[config.mk]
export PLATFORM = sky130hd
export DESIGN_NAME = rd_tag_scheduler
export DESIGN_NICKNAME = d
export VERILOG_FILES = /design/src/rtl/rd_tag_scheduler.sv
export SDC_FILE = /design/constraint.sdc
export NUM_CORES = 2
export LEC_CHECK = 0
export ABC_AREA = 1
export CORE_UTILIZATION = 45
export CTS_CLUSTER_SIZE = 28
export DETAILED_ROUTE_END_ITERATION = 12
export SYNTH_ARGS = -nofsm -noshare
export SYNTH_HDL_FRONTEND = slang
export SYNTH_SLANG_ARGS = --single-unit
export TNS_END_PERCENT = 30
[constraint.sdc]
create_clock -name clk -period 7.3 [get_ports clk]
set_clock_uncertainty 0.15 [all_clocks]
set_input_delay 0.73 -clock clk [delete_from_list [all_inputs] [get_ports clk]]
set_output_delay 0.73 -clock clk [all_outputs]
set_load 0.01 [all_outputs]
[src/rtl/rd_tag_scheduler.sv]
// Read-request scheduler and tag pool: arbitrates two requesters onto one RQ issue slot,
// keeps per-tag context and retires or replays each tag on completion.
module rd_tag_scheduler #(
   parameter int unsigned TAG_W     = 4,
   parameter int unsigned ADDR_W    = 64,
   parameter int unsigned MAX_RETRY = 3
) (
   input  logic              clk,
   input  logic              rstn,
   input  logic              srst,
   input  logic              req0_valid,
   output logic              req0_ready,
   input  logic [ADDR_W-1:0] req0_addr,
   input  logic [4:0]        req0_len,
   input  logic              req1_valid,
   output logic              req1_ready,
   input  logic [ADDR_W-1:0] req1_addr,
   input  logic [4:0]        req1_len,
   output logic              rq_valid,
   input  logic              rq_ready,
   output logic [ADDR_W-1:0] rq_addr,
   output logic [4:0]        rq_len,
   output logic [7:0]        rq_tag,
   input  logic [7:0]        select_tag,
   input  logic              select_tag_valid,
   input  logic              select_replay_cfg,
   output logic              done_valid,
   output logic              done_req,
   output logic [7:0]        done_tag,
   output logic              done_err,
   output logic              unexp_cpl,
   output logic [TAG_W:0]    outstanding
);
   localparam int unsigned NUM_TAGS = 1 << TAG_W;

   logic [NUM_TAGS-1:0]       r_busy;
   logic [NUM_TAGS-1:0]       r_rpend;
   logic [NUM_TAGS-1:0]       r_owner;
   logic [NUM_TAGS-1:0][2:0]  r_retry;
   logic [ADDR_W-1:0]         r_ctx_addr [NUM_TAGS];
   logic [4:0]                r_ctx_len  [NUM_TAGS];
   logic                      r_rr;  // 1: req1 wins the next tie
   logic                      r_rq_valid;
   logic [ADDR_W-1:0]         r_rq_addr;
   logic [4:0]                r_rq_len;
   logic [TAG_W-1:0]          r_rq_tag;
   logic                      r_done_valid;
   logic                      r_done_req;
   logic                      r_done_err;
   logic [TAG_W-1:0]          r_done_tag;
   logic                      r_unexp;

   logic                      w_run;
   logic                      w_load;
   logic                      w_new;
   logic                      w_gnt0;
   logic                      w_gnt1;
   logic                      w_rp_any;
   logic [TAG_W-1:0]          w_rp_idx;
   logic                      w_free_any;
   logic [TAG_W-1:0]          w_free_idx;
   logic [TAG_W:0]            w_cnt;
   logic [TAG_W-1:0]          w_cpl_idx;
   logic                      w_cpl_in;
   logic                      w_cpl_hit;
   logic                      w_retry_ok;

   // Downward scan so the last hit is the lowest index.
   always_comb begin
      w_rp_any   = 1'b0;
      w_rp_idx   = '0;
      w_free_any = 1'b0;
      w_free_idx = '0;
      w_cnt      = '0;
      for (int i = NUM_TAGS - 1; i >= 0; i--) begin
         if (r_rpend[i]) begin
            w_rp_any = 1'b1;
            w_rp_idx = TAG_W'(i);
         end
         if (!r_busy[i]) begin
            w_free_any = 1'b1;
            w_free_idx = TAG_W'(i);
         end
         w_cnt = w_cnt + (TAG_W+1)'(r_busy[i]);
      end
   end

   assign w_run      = rstn & ~srst;
   assign w_load     = ~r_rq_valid | rq_ready;
   assign w_new      = w_run & w_load & ~w_rp_any & w_free_any;
   assign w_gnt0     = w_new & req0_valid & (~req1_valid | ~r_rr);
   assign w_gnt1     = w_new & req1_valid & (~req0_valid | r_rr);
   assign w_cpl_idx  = select_tag[TAG_W-1:0];
   assign w_cpl_in   = select_tag < 8'(NUM_TAGS);
   assign w_cpl_hit  = w_cpl_in & r_busy[w_cpl_idx] & ~r_rpend[w_cpl_idx];
   assign w_retry_ok = r_retry[w_cpl_idx] < 3'(MAX_RETRY);

   always_ff @(posedge clk or negedge rstn) begin
      if (!rstn) begin
         r_busy       <= '0;
         r_rpend      <= '0;
         r_owner      <= '0;
         r_retry      <= '0;
         r_rr         <= 1'b0;
         r_rq_valid   <= 1'b0;
         r_rq_addr    <= '0;
         r_rq_len     <= '0;
         r_rq_tag     <= '0;
         r_done_valid <= 1'b0;
         r_done_req   <= 1'b0;
         r_done_err   <= 1'b0;
         r_done_tag   <= '0;
         r_unexp      <= 1'b0;
      end else if (srst) begin
         r_busy       <= '0;
         r_rpend      <= '0;
         r_owner      <= '0;
         r_retry      <= '0;
         r_rr         <= 1'b0;
         r_rq_valid   <= 1'b0;
         r_rq_addr    <= '0;
         r_rq_len     <= '0;
         r_rq_tag     <= '0;
         r_done_valid <= 1'b0;
         r_done_req   <= 1'b0;
         r_done_err   <= 1'b0;
         r_done_tag   <= '0;
         r_unexp      <= 1'b0;
      end else begin
         r_done_valid <= 1'b0;
         r_unexp      <= 1'b0;
         if (w_load) begin
            if (w_rp_any) begin
               r_rq_valid        <= 1'b1;
               r_rq_addr         <= r_ctx_addr[w_rp_idx];
               r_rq_len          <= r_ctx_len[w_rp_idx];
               r_rq_tag          <= w_rp_idx;
               r_rpend[w_rp_idx] <= 1'b0;
            end else if (w_gnt0 | w_gnt1) begin
               r_rq_valid          <= 1'b1;
               r_rq_addr           <= w_gnt1 ? req1_addr : req0_addr;
               r_rq_len            <= w_gnt1 ? req1_len : req0_len;
               r_rq_tag            <= w_free_idx;
               r_busy[w_free_idx]  <= 1'b1;
               r_owner[w_free_idx] <= w_gnt1;
               r_retry[w_free_idx] <= '0;
               r_rr                <= w_gnt0;
            end else begin
               r_rq_valid <= 1'b0;
            end
         end
         // Completion only touches a busy tag, which allocation can never pick.
         if (select_tag_valid) begin
            if (!w_cpl_hit) begin
               r_unexp <= 1'b1;
            end else if (select_replay_cfg && w_retry_ok) begin
               r_retry[w_cpl_idx] <= r_retry[w_cpl_idx] + 3'd1;
               r_rpend[w_cpl_idx] <= 1'b1;
            end else begin
               r_busy[w_cpl_idx] <= 1'b0;
               r_done_valid      <= 1'b1;
               r_done_req        <= r_owner[w_cpl_idx];
               r_done_tag        <= w_cpl_idx;
               r_done_err        <= select_replay_cfg;
            end
         end
      end
   end

   always_ff @(posedge clk) begin
      if (w_gnt0 | w_gnt1) begin
         r_ctx_addr[w_free_idx] <= w_gnt1 ? req1_addr : req0_addr;
         r_ctx_len[w_free_idx]  <= w_gnt1 ? req1_len : req0_len;
      end
   end

   assign req0_ready  = w_gnt0;
   assign req1_ready  = w_gnt1;
   assign rq_valid    = r_rq_valid;
   assign rq_addr     = r_rq_addr;
   assign rq_len      = r_rq_len;
   assign rq_tag      = {{(8-TAG_W){1'b0}}, r_rq_tag};
   assign done_valid  = r_done_valid;
   assign done_req    = r_done_req;
   assign done_tag    = {{(8-TAG_W){1'b0}}, r_done_tag};
   assign done_err    = r_done_err;
   assign unexp_cpl   = r_unexp;
   assign outstanding = w_cnt;

endmodule

==> reports/results.ini <==
[outcome]
outcome = finished, final reports clean

[setup_path]
timing.rr.end = r_ctx_addr[9][0]
cp_top_family = buffers and inverters
end_kind = output pin
critical_path.n_buffers_inverters = 3
critical_path_required_ps = 6420
critPathMaxStageDelay_ps = 900
r2r-start = r_rpend[0]
reg2reg_depth = 12
critical_path_class = reg2out
start_kind = flop
r2r_slack_ps = 1920
path_cells = inv_8 -> nand2_1 -> nor3_2 -> nand2_1 -> nor2_4 -> nand2_1 -> a2111oi_4 -> nand2_4 -> inv_4 -> clkdlybuf4s50_1
crit_arrival_ps = 5410
crit_top_cell = nand2_1
critPathMaxFanout = 104
crit_slowest_cell = inv_4

[power_and_ir_drop]
p_leak_nw = 28.5
power.density_nw_per_um2 = 229
p_total_mw = 15.6
peakVddDrop_uv = 155

[worst_hold_path]
min_path_type = reg2reg
min_to = rq_addr[40]
hold_depth = 2
min_from = rq_addr[40]

[layout]
seq_area_um2 = 37600
areaGrowthSynthToFinish_pct = 13.8
design_area_um2 = 68300
fill_cells = 11603
nets = 6314
drive_gt1_frac = 0.0510
final_cell_mix = 1273 x nand2_1, 1183 x inv_1, 1104 x edfxtp_1, 588 x nand3_1, 561 x nand4_1
multi_input_area_um2 = 16400
insertedDiodeCount = 0
mostFrequentLayoutCell = nand2_1

[detailed_routing]
routed_wl_um = 183000
vias_per_cell = 5.59
ant_nets = 0
vias = 44751
wl_per_cell_um = 22.8
drtIter0Drc = 4695
drc = 0
dr.pass1.iters = 8

[global_routing]
gr-total-overflow = 0
grt_pass1_vias = 42855
grt_pass1_wl_um = 272000
grt_usage = 0.267
antenna_found_initial = 3
use_met3 = 0.0377
grt_util_met2 = 0.432
grt_max_degree = 231
grt.busiest_layer = met2
use_met1 = 0.370

[cts]
clk_pin_slew_worst_paths_ps = 60
clock_latency_ps = 780
post_cts_buffers = 0
tritoncts = built
htree_levels = 4
clkSinkCount = 1283
cts_buffers = 139
root_buffer = clkbuf_16
cts_buffer_depth = 3

[synthesis]
ys.flop_type = edfxtp_1
synthArstFlopShare = 0.140
synth_top_area_frac = 0.552
ys_seq_elements = 1283
ys_seq_area_frac = 0.627
synth_area_um2 = 60100
synth_area_leaders = edfxtp_1 55%, nand2_1 8.0%, dfrtp_1 7.5%, inv_1 7.4%, nand4_1 5.8%
synth.distinct_cells = 43
synth_edf_count = 1104
ys_warn_count = 0
yosysTopAreaCell = edfxtp_1
synth_cells = 6090
synth.avg_cell_area_um2 = 9.86

[timing]
rsz0062_at_grt = no
fin_crit_ps = 6290
relSlewSlack = 0.171
tns_ps = 0
finalSetupViolCount = 0
tightest_slew_ps = 1240
hold_violations = 0
slew_violations = 0
max_freq_ghz = 0.159
post-route-period-util = 0.862

[flow_run]
cap_violations = 0

[floorplan]
io_pins = 251
die_area_um2 = 135000
die_h_um = 367
core_um2 = 132000
initial_core_util = 0.455
rows = 133
die_w_um = 367

[placed_design]
dpl.hpwl_um = 92400
gp_congestion = 0.859
place_area_um2 = 63900
port_buffers = 242

sequential cells by signal, indices dropped and copies added (netlist names):
register	cells
rq_valid	1
r_rq_tag	4
r_done_tag	4
r_rr	1
done_req	1
r_ctx_len	80
done_valid	1
rq_addr	64
r_busy	16
r_retry	48
done_err	1
unexp_cpl	1
r_rpend	16
r_owner	16
rq_len	5
r_ctx_addr	1024
how the worst max path moves through the flow:
stage / startpoint / endpoint / slack [ps] / depth (start not counted)
detailed placement: r_rpend[0] / req1_ready / 1870 / 10
global route: r_rpend[0] / req1_ready / 810 / 10
finish: r_rpend[0] / req1_ready / 1010 / 10
CTS: r_rpend[0] / req1_ready / 1030 / 10
global placement: r_rpend[0] / req1_ready / 1880 / 10
floorplan: srst / r_retry[32] / 1670 / 11
cell usage after synthesis, types with 2 or more instances:
master / number
nor2_2: 3
nor4_1: 2
inv_2: 28
a21oi_1: 95
nor3_2: 2
clkbuf_1: 308
nand4_1: 561
nand2_1: 1274
a22oi_1: 16
buf_2: 61
nand2_2: 5
ha_1: 6
nor3_1: 6
a31oi_1: 70
inv_1: 1184
fa_1: 10
xor2_1: 2
o22ai_1: 33
o21ai_1: 94
o31ai_1: 4
edfxtp_1: 1104
buf_6: 2
o21ai_0: 63
nand3b_1: 276
buf_4: 11
nor2_4: 3
o211ai_1: 2
a211oi_1: 3
nand3_1: 588
dfrtp_1: 179
buf_1: 28
a221oi_1: 8
nor2_1: 49
through the flow:
stage	utilization	std cells	setup WS, ps	hold WS, ps
6_report	0.518	8011	1010	325
5_1_grt	0.518	8011	806	344
4_1_cts	0.518	8011	1030	330
3_5_place_dp	0.485	7757	1870	314
3_3_place_gp	0.485	7757	1880	315
2_1_floorplan	-	6097	1670	284
worst register-to-register path: stages (launching register included):
cell and delay [ps]:
dfrtp_1 420, inv_8 600, nand2_1 300, nor3_2 190, nand2_1 250, nor2_4 180, nand2_1 180, a2111oi_4 370
nand2_4 500, inv_4 920, buf_4 460, nand2_1 160, nand2_1 410
power breakdown:
group / internal, mW / switching (mW)
combinational: 0.223 / 0.425
clock: 3.96 / 2.92
sequential: 8.08 / 0.0366
total: 12.3 / 3.38
logic make-up (layout without fill, tap and decap cells):
logic type / Yosys count / count (layout) / share of synthesized area
buf+inv: 1623 / 1782 / 0.104
fa+ha+maj: 16 / 16 / 0.00458
flops: 1283 / 1283 / 0.627
other cells: 1 / 8 / 0.0000624
simple gates: 2772 / 2772 / 0.228
xor+xnor: 3 / 3 / 0.000438
compound gates: 392 / 392 / 0.0369
cell type report:
class                   instances  share of cell area
well taps                    1755              0.0321
inverters                    1213              0.0675
flip-flops and latches       1283               0.551
clock buffers                 198              0.0581
repair buffers                316              0.0462
clock inverters                55             0.00613
multi-input cells            3191               0.239
metal layers:
metal	up-vias	share of wire	routed length [µm]
li1	20650	-	-
met1	22002	0.43	78700
met2	1788	0.47	85500
met3	309	0.072	13100
met4	2	0.029	5230
met5	-	0.000071	13
repair_timing:
item / in CTS / in global routing
hold buffers: 1 / 0
endpoints found under the hold margin: 74 / 0
resized for setup: 0 / 0
Note: power is estimated with default switching activity, not from simulation.
